==> config.mk <==
export PLATFORM = sky130hd
export DESIGN_NAME = wb_stage
export DESIGN_NICKNAME = d
export VERILOG_FILES = /design/src/rtl/wb_stage.sv
export SDC_FILE = /design/constraint.sdc
export NUM_CORES = 1
export LEC_CHECK = 0
export ABC_CLOCK_PERIOD_IN_PS = 2200
export BUFFER_PORTS_ARGS = -buffer_cell sky130_fd_sc_hd__buf_2
export CAP_MARGIN = 30
export CORE_AREA = 2 2 164 166
export DETAILED_ROUTE_END_ITERATION = 12
export DIE_AREA = 0 0 166 168
export HOLD_SLACK_MARGIN = 0.05
export MAX_ROUTING_LAYER = met4
export PLACE_DENSITY = 0.55
export SLEW_MARGIN = 20
export SYNTH_ARGS = -nofsm -noshare
export SYNTH_HDL_FRONTEND = slang
export SYNTH_SLANG_ARGS = --single-unit
==> constraint.sdc <==
create_clock -name clk -period 2.2 [get_ports clk]
set_input_delay 0.11 -clock clk [delete_from_list [all_inputs] [get_ports clk]]
set_output_delay 0.11 -clock clk [all_outputs]
set_load 0.02 [all_outputs]
==> src/rtl/wb_stage.sv <==
// Write-back stage: retires MEM results into the register file, sequences CSR
// read-modify-write, raises traps. WB_INSTRET_EN enables the retired-instruction counter.
module wb_stage #(
  parameter int INSTRET_W = 64
) (
  input  logic                 clk,
  input  logic                 reset,
  input  logic                 valid_in,
  output logic                 ready_out,
  input  logic                 flush_in,
  input  logic [31:0]          PC_MEM,
  input  logic [31:0]          rd_data_MEM,
  input  logic [31:0]          csr_wdata_MEM,
  input  logic [31:0]          exc_cause_MEM,
  input  logic                 rd_wena_MEM,
  input  logic                 csr_rena_MEM,
  input  logic                 csr_wena_MEM,
  input  logic                 trap_ret_MEM,
  input  logic                 exc_pend_MEM,
  input  logic [5:0]           rd_addr_MEM,
  input  logic [11:0]          csr_addr_MEM,
  input  logic [1:0]           csr_op_MEM,
  input  logic [4:0]           fpu_flags_MEM,
  output logic                 rf_wena,
  output logic [5:0]           rf_addr,
  output logic [31:0]          rf_data,
  output logic                 csr_rena,
  output logic                 csr_wena,
  output logic [11:0]          csr_addr,
  output logic [31:0]          csr_wdata,
  input  logic [31:0]          csr_rdata,
  output logic                 fflags_wena,
  output logic [4:0]           fflags_set,
  output logic                 exc_req,
  output logic [31:0]          exc_pc,
  output logic [31:0]          exc_cause,
  output logic                 trap_ret,
  input  logic                 exc_taken_csr,
  output logic [INSTRET_W-1:0] instret
);

  // state  | meaning
  // IDLE   | accepting from MEM; non-CSR ops retire combinationally
  // CSR_RD | reading the addressed CSR into old_q
  // CSR_WR | writing the modified CSR value, old value to rd, retire
  localparam logic [1:0] IDLE   = 2'd0;
  localparam logic [1:0] CSR_RD = 2'd1;
  localparam logic [1:0] CSR_WR = 2'd2;

  localparam logic [1:0] CSR_RW = 2'd1;
  localparam logic [1:0] CSR_RS = 2'd2;
  localparam logic [1:0] CSR_RC = 2'd3;

  logic [1:0]  state;
  logic [31:0] old_q;

  // Only the fields used by the CSR_RD/CSR_WR cycles are kept.
  logic        lat_rd_wena;
  logic        lat_csr_rena;
  logic        lat_csr_wena;
  logic [5:0]  lat_rd_addr;
  logic [11:0] lat_csr_addr;
  logic [1:0]  lat_csr_op;
  logic [31:0] lat_csr_wdata;

  logic        accept;
  logic        is_csr;
  logic        retire;
  logic [31:0] csr_new;

  assign is_csr = csr_rena_MEM || csr_wena_MEM;

  always_comb begin
    case (lat_csr_op)
      CSR_RW:  csr_new = lat_csr_wdata;
      CSR_RS:  csr_new = old_q | lat_csr_wdata;
      CSR_RC:  csr_new = old_q & ~lat_csr_wdata;
      default: csr_new = lat_csr_wdata;
    endcase
  end

  always_comb begin
    ready_out   = reset && (state == IDLE) && !exc_taken_csr;
    accept      = valid_in && ready_out;
    rf_wena     = 1'b0;
    rf_addr     = 6'd0;
    rf_data     = 32'd0;
    csr_rena    = 1'b0;
    csr_wena    = 1'b0;
    csr_addr    = 12'd0;
    csr_wdata   = 32'd0;
    fflags_wena = 1'b0;
    fflags_set  = 5'd0;
    exc_req     = 1'b0;
    exc_pc      = 32'd0;
    exc_cause   = 32'd0;
    trap_ret    = 1'b0;
    retire      = 1'b0;
    if (reset) begin
      case (state)
        IDLE: begin
          if (accept) begin
            if (exc_pend_MEM) begin
              exc_req   = 1'b1;
              exc_pc    = PC_MEM;
              exc_cause = exc_cause_MEM;
            end else begin
              trap_ret = trap_ret_MEM;
              if (fpu_flags_MEM != 5'd0) begin
                fflags_wena = 1'b1;
                fflags_set  = fpu_flags_MEM;
              end
              if (!is_csr) begin
                retire = 1'b1;
                if (rd_wena_MEM && (rd_addr_MEM != 6'd0)) begin
                  rf_wena = 1'b1;
                  rf_addr = rd_addr_MEM;
                  rf_data = rd_data_MEM;
                end
              end
            end
          end
        end
        CSR_RD: begin
          csr_rena = lat_csr_rena;
          csr_addr = lat_csr_addr;
        end
        CSR_WR: begin
          csr_addr = lat_csr_addr;
          retire   = 1'b1;
          if (lat_csr_wena) begin
            csr_wena  = 1'b1;
            csr_wdata = csr_new;
          end
          if (lat_rd_wena && (lat_rd_addr != 6'd0)) begin
            rf_wena = 1'b1;
            rf_addr = lat_rd_addr;
            rf_data = old_q;
          end
        end
        default: ;
      endcase
    end
  end

  always_ff @(posedge clk) begin
    if (!reset) begin
      state         <= IDLE;
      old_q         <= 32'd0;
      lat_rd_wena   <= 1'b0;
      lat_csr_rena  <= 1'b0;
      lat_csr_wena  <= 1'b0;
      lat_rd_addr   <= 6'd0;
      lat_csr_addr  <= 12'd0;
      lat_csr_op    <= 2'd0;
      lat_csr_wdata <= 32'd0;
    end else begin
      case (state)
        IDLE: begin
          if (accept && !exc_pend_MEM && is_csr) begin
            lat_rd_wena   <= rd_wena_MEM;
            lat_csr_rena  <= csr_rena_MEM;
            lat_csr_wena  <= csr_wena_MEM;
            lat_rd_addr   <= rd_addr_MEM;
            lat_csr_addr  <= csr_addr_MEM;
            lat_csr_op    <= csr_op_MEM;
            lat_csr_wdata <= csr_wdata_MEM;
            if (!flush_in) state <= CSR_RD;
          end
        end
        CSR_RD: begin
          if (flush_in) begin
            state <= IDLE;
          end else begin
            old_q <= csr_rdata;
            state <= CSR_WR;
          end
        end
        CSR_WR:  state <= IDLE;
        default: state <= IDLE;
      endcase
    end
  end

`ifdef WB_INSTRET_EN
  logic [INSTRET_W-1:0] instret_q;

  always_ff @(posedge clk) begin
    if (!reset)      instret_q <= '0;
    else if (retire) instret_q <= instret_q + 1'b1;
  end

  assign instret = instret_q;
`else
  logic unused_retire;
  assign unused_retire = retire;
  assign instret       = '0;
`endif

endmodule

Yosys cells after proc, flatten, opt, wreduce, memory -nomap -nowiden
Cells that the tools add are included.
W data, S select, Z words.

word-level totals
  register bits = 89
  bits of input ports = 195
  output and inout bits = 222
  logic and storage cells = 99

cells by class
  equality and inequality tests = 6
  mux-type cells = 62
  bitwise logic cells = 4
  reductions and logical operators = 18

operators by type and width
  kind                  count
  $mux W32              17
  $pmux W32 S2          2
  $mux W6               6
  $and A32 B32 Y32      1
  $not A32 Y32          1
  $or A32 B32 Y32       1
  $mux W5               5
  $mux W1               24
  $mux W12              2
  $pmux W6 S2           1
  $reduce_bool A6 Y1    2
  $logic_and A1 B1 Y1   7
  $eq A2 B2 Y1 const B  3
  $mux W2               3
  $reduce_and A2 Y1     3
  $reduce_bool A5 Y1    1
  $pmux W2 S2           1
  $eq A2 B1 Y1 const B  1
  $logic_not A1 Y1      2
  $logic_not A2 Y1      1
  $ne A2 B1 Y1 const B  1
  $ne A2 B2 Y1 const B  1
  $pmux W1 S2           1
  $reduce_or A2 Y1      1
  other kinds (2)       2

Longest topological paths before layout
  depth after elaboration = 8
  mapped depth = 8
  gate-level depth less buffers = 6

Worst setup path before layout
No wires, ideal clock.

  path kind = reg-to-output
  start = register state[0]
  end = output rf_data[22]
  data arrival time = 1.709 ns
  required time = 2.090 ns
  path slack = 0.381 ns
  cell stages (with the launch flop) = 9
  path buffers = 3
  cells stage by stage = dfxtp_1 -> inv_1 -> ha_1 -> nand3b_1 -> clkbuf_1 -> a2111oi_4 -> buf_4 -> buf_6 -> a22o_1

on the way
  longest elaborated chain between the ends = 7
  elaborated cells between the ends (all ways) = 8
  those cells by class = 1 x eq/ne; 3 x mux; 4 x reduce/logical

RTL lines
  element                            RTL line  text
  start: declaration                 54        logic [1:0] state;
  start signal: assignment           148       state <= IDLE;
  start signal: assignment           168       if (!flush_in) state <= CSR_RD;
  start signal: assignment           173       state <= IDLE;
  $logic_not A2 Y1                   83, 100
  $logic_and A1 B1 Y1 (2 in series)  83        ready_out = reset && (state == IDLE) && !exc_taken_csr;
  $logic_and A1 B1 Y1                84        accept = valid_in && ready_out;
  $mux W32                           102       if (accept) begin
  $pmux W32 S2 *                     100       case (state)
  $mux W32 *                         99        if (reset) begin
  end: declaration                   26        output logic [31:0] rf_data,

Mark *: on every way between the ends. The rest lies on a longest branch, timed or not.

Final worst setup path
  start = register state[1]
  end = output rf_data[3]

Same word-level chain as after synthesis.

==> flow_summary_export.csv <==
group,metric,value,unit
worst_setup_path,r2r-start,"state[1]",
placement,routabilityCongestion,0.926,
yosys,synthArstFlopShare,0,%
timing,fmax,457,MHz
route,ant_nets,0,
route,vias,7067,
yosys,ys.flop_type,"dfxtp_1",
worst_setup_path,cp_data_required_time,2.09,ns
worst_setup_path,end_kind,"output pin",
final_layout,drive_above_1_share,36.4,%
route,drt_iter0_drc,366,
die,die_h,168,um
die,ios,417,
yosys,synth_top_area_share,31.6,%
worst_setup_path,start_kind,"flop",
yosys,ys_seq_elements,89,
worst_setup_path,rrSetupSlack,0.32,ns
yosys,yosys_warnings,0,
clock_network,cts.sinks,89,
yosys,synth_edf_count,0,
timing,min_period,2.19,ns
timing,slew_headroom,46.6,%
worst_setup_path,cp_data_arrival_time,2.08,ns
global_route,grt_pass1_wl,37800,um
power_and_ir_drop,cellPowerDensity,513,nW/um^2
die,core_area,26400,um^2
worst_setup_path,r2r-end,"old_q[24]",
worst_setup_path,crit_type,"flop to output pin",
worst_setup_path,startpoint,"state[1]",
yosys,synth_area_leaders,"dfxtp_1, a21oi_1, buf_4, nand2_1, and2_1",
final_layout,mostFrequentLayoutCell,"buf_2",
clock_network,clock_path_buffers,2,
timing,rsz0062_at_grt,"yes",
power_and_ir_drop,p_leak,4.16,nW
timing,finalCritPeriodShare,99.5,%
final_layout,layout_common_cells,"buf_2, nand2_1, a21oi_1",
clock_network,insertion_delay,0.35,ns
die,fp.dieW,166,um
route,via_per_inst,4.67,
global_route,overflow,0,
placement,pre_cts_slack,0.151,ns
power_and_ir_drop,ir_worst_vdd,0.332,mV
final_layout,fillers,2735,
job,drv_cap,0,
clock_network,cts.clk_slew.worst_paths,0.07,ns
die,row_count,60,
die,initial_core_util,21.4,%
timing,final-hold-violation-count,0,
timing,tns,0,ns
hold_path,hold_path.class,"input pin to flop",
route,post_drt_wl_per_cell,17.4,um
placement,hpwl,17300,um
yosys,synth_cells,756,
global_route,grt_pass1_vias,6758,
clock_network,htreeDepth,3,
yosys,synthesis.area,5640,um^2
yosys,avgSynthCellArea,7.47,um^2
final_layout,final_util,35.9,%
global_route,antenna_found_initial,1,
timing,holdWs,0.0660,ns
worst_setup_path,endpoint,"rf_data[3]",
yosys,synth_top_cell_by_area,"dfxtp_1",
timing,setup_viol_count_final,0,
final_layout,synthToLayoutAreaGrowth,67.8,%
global_route,grt_max_degree,63,
worst_setup_path,cp_max_fo,6,
timing,fin_ws,0.0102,ns
die,dieArea,27900,um^2
timing,worst_pin_slew,0.794,ns
timing,slew_violations,0,
yosys,synth_cell_types,36,
yosys,ys_seq_area_share,31.6,%
power_and_ir_drop,p_total,4.86,mW
clock_network,cts_made_buffers,9,
global_route,grt_usage,17.7,%
route,wl,26400,um
route,drcViolationCount,0,
placement,numPortBuffers,352,
route,dr.pass1.iters,4,
outcome,status,"finished, final reports clean",
timing,skew,0.00902,ns
clock_network,tritoncts,"yes",
worst_setup_path,reg2reg_depth,9,
final_layout,nNetsFinal,1365,
clock_network,cts_root_buf,"clkbuf_16",
-- cells by family (layout without fill, tap and decap cells) --
family / count (synthesis) / in the layout / share of synthesized area, %
muxes: 1 / 1 / 0.177
AOI/OAI and AO/OA: 207 / 207 / 23.5
adders and majority gates: 4 / 4 / 0.887
and+or+nand+nor: 306 / 306 / 29.4
DFF: 89 / 89 / 31.6
other: 1 / 65 / 0.0664
buffers and inverters: 148 / 499 / 14.4
-- report_power, final --
part	switching [mW]	total (mW)	internal [mW]
clock network	0.716	1.63	0.917
registers	0.0920	1.81	1.72
logic	0.840	1.41	0.570
-- layer usage --
metal	vias up	routed length, um	track usage (%)
li1	3367	-	-
met1	3336	9500	18.2
met2	321	14700	33.8
met3	43	1330	2.40
met4	0	838	7.15
met5	-	0	-
-- how the worst min path moves through the flow --
stage	cells past startpoint	endpoint	start	slack (ns)
6_report	3	lat_rd_addr[1]	rd_addr_MEM[1]	0.07
2_1_floorplan	2	old_q[0]	csr_rdata[0]	0.25
3_5_place_dp	3	lat_csr_addr[8]	csr_addr_MEM[8]	0.35
3_3_place_gp	3	lat_csr_addr[8]	csr_addr_MEM[8]	0.34
5_1_grt	3	lat_rd_addr[1]	rd_addr_MEM[1]	0.05
4_1_cts	3	lat_rd_addr[1]	rd_addr_MEM[1]	0.05
-- state kept, by name, summed over array words and instances, names as in the netlist --
signal	cells
lat_rd_wena	1
lat_csr_wena	1
old_q	32
lat_csr_wdata	32
state	2
lat_csr_rena	1
lat_csr_addr	12
lat_rd_addr	6
lat_csr_op	2
-- metrics by stage --
stage / cell area (um^2) / std cells
final: 9470 / 1512
after global routing: 9470 / 1512
after CTS: 9030 / 1503
after detailed placement: 7540 / 1390
after global placement: 7530 / 1390
after floorplan: 5880 / 819
-- synth_stat cells (4+ instances only) --
| cell type | n |
|---|---|
| nand2_1 | 113 |
| a21oi_1 | 108 |
| dfxtp_1 | 89 |
| clkbuf_1 | 69 |
| buf_4 | 65 |
| and2_1 | 64 |
| nand4_1 | 53 |
| o31ai_1 | 43 |
| a22o_1 | 38 |
| nand3b_1 | 33 |
| and3_1 | 21 |
| o21ai_0 | 12 |
| buf_2 | 5 |
| nor2_1 | 5 |
| ha_1 | 4 |
| inv_1 | 4 |
-- repair_timing --
item                                    CTS  global route
endpoints found under the hold margin    85             0
hold buffers                             85             0
resized for setup                        63           109
setup buffers                            10             4
gates cloned                              3             6
pin swaps                                 7            10
endpoints found under the setup margin  104           103
-- worst max-delay path, stage by stage (launching register included) --
cell       delay (ns)
dfxtp_2          0.34
inv_4            0.07
ha_4             0.13
nand3b_1         0.12
buf_6            0.16
a2111oi_4        0.20
buf_6            0.24
buf_12           0.16
a22o_1           0.17
buf_6            0.13
-- layout make-up --
type                            count  area [um^2]  share of cell area (%)
Inverter                            5         23.8                   0.251
Sequential cell                    89         1780                    18.8
Tap cell                          341          427                    4.50
Timing Repair Buffer              479         3590                    37.9
Antenna cell                        1         2.50                  0.0264
Clock inverter                      5         63.8                   0.674
Multi-Input combinational cell    582         3340                    35.3
Clock buffer                       10          239                    2.52
Note: power is estimated with default switching activity, not from simulation.
